[src/rtl/ifu_id_ex_pkg.sv]
// ifu_id_ex_pkg -- shared constants and types for the rua RV32I fetch/decode/execute slice.
//   Opcode, funct3 and funct7 encodings, the ALU operation enum, the post-reset NOP
//   instruction and a helper that maps funct3 plus the alternate-function bit to an ALU op.
// Optional feature macro used by the importers: RUA_UPPER_IMM_EN (LUI/AUIPC support).
package ifu_id_ex_pkg;

  localparam logic [31:0] NOP_INST_C = 32'h0000_0013;  // addi x0,x0,0

  localparam logic [6:0] OPC_OP     = 7'b0110011;
  localparam logic [6:0] OPC_OP_IMM = 7'b0010011;
  localparam logic [6:0] OPC_LUI    = 7'b0110111;
  localparam logic [6:0] OPC_AUIPC  = 7'b0010111;

  localparam logic [2:0] F3_ADD  = 3'b000;
  localparam logic [2:0] F3_SLL  = 3'b001;
  localparam logic [2:0] F3_SLT  = 3'b010;
  localparam logic [2:0] F3_SLTU = 3'b011;
  localparam logic [2:0] F3_XOR  = 3'b100;
  localparam logic [2:0] F3_SR   = 3'b101;
  localparam logic [2:0] F3_OR   = 3'b110;
  localparam logic [2:0] F3_AND  = 3'b111;

  localparam logic [6:0] F7_BASE = 7'b0000000;
  localparam logic [6:0] F7_ALT  = 7'b0100000;

  typedef enum logic [3:0] {
    ALU_ADD,
    ALU_SUB,
    ALU_SLL,
    ALU_SLT,
    ALU_SLTU,
    ALU_XOR,
    ALU_SRL,
    ALU_SRA,
    ALU_OR,
    ALU_AND
  } alu_op_e;

  // alt selects SUB for F3_ADD and SRA for F3_SR; it is ignored for the other funct3 codes.
  function automatic alu_op_e f3_alu_op(input logic [2:0] f3, input logic alt);
    alu_op_e op;
    case (f3)
      F3_ADD:  op = alt ? ALU_SUB : ALU_ADD;
      F3_SLL:  op = ALU_SLL;
      F3_SLT:  op = ALU_SLT;
      F3_SLTU: op = ALU_SLTU;
      F3_XOR:  op = ALU_XOR;
      F3_SR:   op = alt ? ALU_SRA : ALU_SRL;
      F3_OR:   op = ALU_OR;
      default: op = ALU_AND;
    endcase
    return op;
  endfunction

endpackage

[src/rtl/ifu_id_ex_alu.sv]
// ifu_id_ex_alu -- combinational RV32I integer ALU.
//   op_i     : operation select (alu_op_e)
//   a_i, b_i : signed operands; shifts use the low log2(XLEN) bits of b_i
//   result_o : result, wrapping modulo 2^XLEN; compares yield 1 or 0
module ifu_id_ex_alu
  import ifu_id_ex_pkg::*;
#(
  parameter int XLEN = 32
) (
  input  alu_op_e                  op_i,
  input  logic signed [XLEN-1:0]   a_i,
  input  logic signed [XLEN-1:0]   b_i,
  output logic signed [XLEN-1:0]   result_o
);

  localparam int SH_W = $clog2(XLEN);

  logic [SH_W-1:0] shamt;
  logic            lt_s;
  logic            lt_u;

  assign shamt = b_i[SH_W-1:0];
  assign lt_s  = a_i < b_i;
  assign lt_u  = $unsigned(a_i) < $unsigned(b_i);

  always_comb begin
    result_o = '0;
    case (op_i)
      ALU_ADD:  result_o = a_i + b_i;
      ALU_SUB:  result_o = a_i - b_i;
      ALU_SLL:  result_o = a_i << shamt;
      ALU_SLT:  result_o = {{(XLEN-1){1'b0}}, lt_s};
      ALU_SLTU: result_o = {{(XLEN-1){1'b0}}, lt_u};
      ALU_XOR:  result_o = a_i ^ b_i;
      ALU_SRL:  result_o = $signed($unsigned(a_i) >> shamt);
      ALU_SRA:  result_o = a_i >>> shamt;
      ALU_OR:   result_o = a_i | b_i;
      ALU_AND:  result_o = a_i & b_i;
      default:  result_o = '0;
    endcase
  end

endmodule

[src/rtl/ifu_id_ex.sv]
// ifu_id_ex -- fetch/decode/execute datapath of the rua RV32I core.
//   Fetch : rom_addr = pc (combinational); inst registers rom_data every rising edge,
//           and loads NOP_INST on synchronous active-high rst.
//   Decode: register addresses straight from inst fields; R-type and I-type ALU ops.
//   Execute: ALU result driven on regs_out with regs_write_en; regs commits it at the
//           edge that fetches the next instruction, so no forwarding is needed.
// Ports:
//   clk, rst                      clock, synchronous active-high reset
//   pc / rom_addr / rom_data      fetch address in, ROM address out, ROM data in
//   inst                          registered current instruction
//   regs_addr1/2, regs_in1/2      rs1/rs2 addresses out, read data in
//   regs_write_addr/en, regs_out  rd, write enable and write-back data
// Configuration macro: RUA_UPPER_IMM_EN adds LUI/AUIPC and a pc register alongside inst.
module ifu_id_ex
  import ifu_id_ex_pkg::*;
#(
  parameter int          XLEN     = 32,
  parameter int          REG_AW   = 5,
  parameter logic [31:0] NOP_INST = NOP_INST_C
) (
  input  logic              clk,
  input  logic              rst,
  input  logic [XLEN-1:0]   pc,
  output logic [XLEN-1:0]   rom_addr,
  input  logic [31:0]       rom_data,
  output logic [31:0]       inst,
  output logic [REG_AW-1:0] regs_addr1,
  output logic [REG_AW-1:0] regs_addr2,
  input  logic [XLEN-1:0]   regs_in1,
  input  logic [XLEN-1:0]   regs_in2,
  output logic [REG_AW-1:0] regs_write_addr,
  output logic              regs_write_en,
  output logic [XLEN-1:0]   regs_out
);

  logic [31:0] inst_q;
  logic [31:0] inst_d;

  assign rom_addr = pc;
  assign inst_d   = rom_data;

  // fetch stage -> decode/execute stage
  always_ff @(posedge clk) begin
    if (rst) begin
      inst_q <= NOP_INST;
    end else begin
      inst_q <= inst_d;
    end
  end

`ifdef RUA_UPPER_IMM_EN
  // AUIPC needs the address the current instruction was fetched from.
  logic [XLEN-1:0] pc_q;
  logic [XLEN-1:0] pc_d;

  assign pc_d = pc;

  always_ff @(posedge clk) begin
    if (rst) begin
      pc_q <= '0;
    end else begin
      pc_q <= pc_d;
    end
  end
`endif

  logic [6:0] opcode;
  logic [2:0] funct3;
  logic [6:0] funct7;

  assign inst            = inst_q;
  assign opcode          = inst_q[6:0];
  assign funct3          = inst_q[14:12];
  assign funct7          = inst_q[31:25];
  assign regs_addr1      = inst_q[19:15];
  assign regs_addr2      = inst_q[24:20];
  assign regs_write_addr = inst_q[11:7];

  logic signed [XLEN-1:0] imm_i;
  logic signed [XLEN-1:0] op_a;
  logic signed [XLEN-1:0] op_b;
  logic signed [XLEN-1:0] alu_res;
  alu_op_e                alu_op;
  logic                   legal;

  assign imm_i = {{(XLEN-12){inst_q[31]}}, inst_q[31:20]};

  always_comb begin
    alu_op = ALU_ADD;
    legal  = 1'b0;
    op_a   = regs_in1;
    op_b   = regs_in2;
    case (opcode)
      OPC_OP: begin
        // Only ADD and SRL have an alternate (SUB/SRA) form; any other funct7 is illegal.
        legal  = (funct7 == F7_BASE) ||
                 ((funct7 == F7_ALT) && ((funct3 == F3_ADD) || (funct3 == F3_SR)));
        alu_op = f3_alu_op(funct3, funct7[5]);
      end
      OPC_OP_IMM: begin
        op_b = imm_i;
        // Shift immediates carry funct7 in imm[11:5]; other I-types use the whole immediate,
        // so bit 30 must not turn ADDI into a subtract.
        if (funct3 == F3_SLL) begin
          legal = (funct7 == F7_BASE);
        end else if (funct3 == F3_SR) begin
          legal = (funct7 == F7_BASE) || (funct7 == F7_ALT);
        end else begin
          legal = 1'b1;
        end
        alu_op = f3_alu_op(funct3, (funct3 == F3_SR) && funct7[5]);
      end
`ifdef RUA_UPPER_IMM_EN
      OPC_LUI: begin
        legal = 1'b1;
        op_a  = '0;
        op_b  = XLEN'($signed({inst_q[31:12], 12'b0}));
      end
      OPC_AUIPC: begin
        legal = 1'b1;
        op_a  = pc_q;
        op_b  = XLEN'($signed({inst_q[31:12], 12'b0}));
      end
`endif
      default: legal = 1'b0;
    endcase
  end

  ifu_id_ex_alu #(
    .XLEN (XLEN)
  ) u_alu (
    .op_i     (alu_op),
    .a_i      (op_a),
    .b_i      (op_b),
    .result_o (alu_res)
  );

  // Writes to x0 are suppressed here so regs never sees a write it must discard.
  assign regs_write_en = legal && (regs_write_addr != '0);
  assign regs_out      = regs_write_en ? $unsigned(alu_res) : '0;

endmodule

[config.mk]
export PLATFORM = sky130hd
export DESIGN_NAME = ifu_id_ex
export DESIGN_NICKNAME = d
export VERILOG_FILES = /design/src/rtl/ifu_id_ex_pkg.sv /design/src/rtl/ifu_id_ex_alu.sv /design/src/rtl/ifu_id_ex.sv
export SDC_FILE = /design/constraint.sdc
export NUM_CORES = 1
export LEC_CHECK = 0
export ABC_AREA = 1
export CAP_MARGIN = 5
export CORE_MARGIN = 4
export CORE_UTILIZATION = 25
export CTS_CLUSTER_SIZE = 16
export DETAILED_ROUTE_END_ITERATION = 6
export SYNTH_ARGS = -nofsm -noshare
export SYNTH_HDL_FRONTEND = slang
export SYNTH_HIERARCHICAL = 1
export SYNTH_SLANG_ARGS = --single-unit
[constraint.sdc]
create_clock -name clk -period 6 [get_ports clk]
set_input_delay 0.6 -clock clk [delete_from_list [all_inputs] [get_ports clk]]
set_output_delay 0.6 -clock clk [all_outputs]
set_load 0.02 [all_outputs]
==> flow_summary_export.csv <==
group,metric,value,unit
setup_path,endpoint_kind,"primary output",
pwr,netSwitchingFraction,57.38,%
sta,worst_pin_slew,1.031,ns
global_route,grt_overflow_total,0,
clocking,postCtsHoldBufs,0,
clocking,htreeDepth,2,
drt,ant_nets,0,
clocking,cts_buffers,5,
synthesis,ys_ff_latch,32,
layout,antenna_cells,0,
floorplanning,die_h,228.2,um
setup_path,cp_cell_sequence,"nor2_1 > nand3_1 > nor2_2 > buf_4 > nand2_1 > nand2_1 > inv_1 > ha_1 > nand2_1 > nor2_1 > inv_1 > nor2_1 > nand3_1 > nand4_1 > nand3_1 > nand2_1 > inv_1 > nand2_1 > inv_1 > nor2_1 > clkdlybuf4s50_1",
synthesis,synth_nets,2637,
setup_path,cp.required,5.40,ns
global_route,grt_pass1_wl,88.21,mm
setup_path,arrival,5.07,ns
sta,relSlewSlack,30.99,%
pwr,comb_power_share,76.1,%
layout,area_growth,15.93,%
pwr,p_switching,0.001165,W
clocking,cts_resized,0,
sta,timing.fmax,176.3,MHz
setup_path,critPathBufInv,6,
drt,drc,0,
drt,via_count,16040,
sta,rsz0062_at_grt,"false",
sta,hold_viol,0,
pwr,p_clk_share,12.4,%
drt,viasPerCell,5.211,
global_route,grt_usage,21.62,%
pwr,p_per_area,144.5,mW/mm2
synthesis,synth-edff-count,0,
layout,largest_reg_flops,32,
sta,period_needed,5.671,ns
synthesis,netlist_area,0.01212,mm2
global_route,grt_pass1_vias,14710,
placed_design,io_buffers,177,
clocking,path_clk_slew,0.05,ns
clocking,root_buffer,"clkbuf_16",
synthesis,ys.flop_type,"dfxtp_1",
setup_path,cpMostUsedCell,"nand2_1",
layout,drive_above_1_share,3.167,%
placed_design,hpwl,49.69,mm
sta,finalMaxSlewViolations,0,
synthesis,synth_cell_type_count,50,
placed_design,gp_congestion,0.9993,
setup_path,crit_family,"simple AND/OR/NAND/NOR gates",
synthesis,syn_area_per_cell,5.036,um2
synthesis,seq_area_frac_synth,5.287,%
floorplanning,die_width,228.2,um
clocking,cts_tree,"done",
floorplanning,core,0.04785,mm2
global_route,grt_max_degree,71,
setup_path,worst-path-max-fanout,21,
layout,utilization,29.36,%
synthesis,ys_warn_count,6,
global_route,antenna_found_initial,0,
setup_path,path_class,"flop to primary output",
clocking,cts_num_sinks,32,
pwr,power.share.sequential,11.6,%
setup_path,slowest_stage,"clkdlybuf4s50_1",
pwr,ir_worst_vdd,0.1036,mV
floorplanning,initial_core_util,25.32,%
drt,drtPass1Iterations,7,
status,outcome,"completed",
synthesis,synthArstFlopShare,0,%
floorplanning,pin_count,242,
flow_run,cap_violations,0,
drt,drt-wirelength-per-cell,19.58,um
sta,tns,0,ns
layout,final_nets,2693,
sta,finalSetupViolations,0,
clocking,postCtsSetupBuffers,0,
worst_hold_path,hp-class,"primary input to flop",
floorplanning,die-area,0.05205,mm2
drt,drt_wl_total,60.27,mm
pwr,leakage,7.538,nW
setup_path,cp_slowest_stage_delay,0.62,ns
floorplanning,rows,80,
synthesis,synthCells,2406,
sta,post-route-period-util,94.52,%
drt,first_iter_violations,2280,
clocking,clk_path_buf_depth,2,
pwr,internal_power,0.0008652,W
setup_path,start_kind,"flop",
cell usage after synthesis, drive strengths merged (2+ instances only):
master	count	share of area (%)
a211oi	2	0.12
a21o	2	0.12
a21oi	88	3.7
a221oi	5	0.41
a31oi	2	0.10
and2	12	0.62
buf	124	6.8
clkbuf	24	0.77
dfxtp	32	5.3
fa	2	0.33
ha	99	10
inv	365	11
nand2	793	25
nand3	395	16
nand3b	5	0.31
nand4	35	1.8
nor2	246	8.1
nor3	17	0.74
nor3b	2	0.12
nor4	3	0.15
o211ai	22	1.4
o21ai	79	3.4
o21bai	15	0.96
o221ai	4	0.29
o22ai	21	1.1
or2	4	0.21
xor2	3	0.22
final cells by class:
cell class              count  area, um2
clock buffers               8      146.4
fillers                  5594      33800
inverters                 366       1380
multi-input cells        1860       9189
flip-flops and latches     32      640.6
well taps                 615      769.5
repair buffers            197       1922
power by group through the flow:
stage / Sequential [W] / Clock (W) / Combinational, W
2_1_floorplan: 0.000251 / 0 / 0.00101
3_3_place_gp: 0.000239 / 0 / 0.00150
3_5_place_dp: 0.000239 / 0 / 0.00150
4_1_cts: 0.000235 / 0.000255 / 0.00150
5_1_grt: 0.000236 / 0.000274 / 0.00168
6_report: 0.000235 / 0.000251 / 0.00154
metrics by stage:
step / setup WS (ns) / cells / hold WS, ns / area [um2] / power, W
floorplan: 1.884 / 2406 / 0.7038 / 12120 / 0.001265
global placement: 0.6742 / 3070 / 1.120 / 13900 / 0.001743
detailed placement: 0.7243 / 3070 / 1.123 / 13900 / 0.001737
CTS: 0.4014 / 3078 / 0.8323 / 14050 / 0.001995
global route: 0.03076 / 3078 / 0.8242 / 14050 / 0.002186
finish: 0.3288 / 3078 / 0.8377 / 14050 / 0.002030
logic make-up after synthesis:
kind of cell,synth area share (%)
muxes,0.08261
AOI/OAI and AO/OA,11.66
DFF,5.287
and+or+nand+nor,53.22
buffers and inverters,18.98
adders and majority gates,10.55
xor gates and xnor gates,0.2169
final timing paths:
kind                     start           end  cells past startpoint
setup / recovery       inst[3]  regs_out[20]                     21
hold / removal    rom_data[24]      inst[24]                      3
routing by layer:
layer  part of all wire (%)  GRT usage, %  vias to the layer above
met5                      0             0                        -
met4                    5.1         8.706                        0
met3                    8.7         2.033                      149
met2                     46         36.29                      887
met1                     40         28.54                     7280
li1                       -             -                     7722
placed cells by master, fill, tap and decap left out, types with 2 or more instances in the layout:
cell	Yosys	layout
a211oi_1	2	2
a21o_1	2	2
a21oi_1	87	87
a221oi_1	4	4
a31oi_1	2	2
and2_1	11	11
buf_4	62	20
clkbuf_1	21	2
clkbuf_16	0	5
clkdlybuf4s50_1	0	177
dfxtp_1	32	32
fa_1	2	2
ha_1	99	99
inv_1	354	354
inv_2	10	10
nand2_1	787	785
nand2_2	5	7
nand3_1	394	394
nand3b_1	5	5
nand4_1	35	35
nor2_1	228	227
nor2_2	15	15
nor2_4	3	4
nor3_1	16	16
nor3b_1	2	2
nor4_1	3	3
o211ai_1	22	22
o21ai_0	67	67
o21ai_1	8	8
o21ai_2	4	4
o21bai_1	14	14
o221ai_1	4	4
o22ai_1	21	21
or2_2	4	4
xor2_1	3	3
Note: power is estimated with default switching activity, not from simulation.
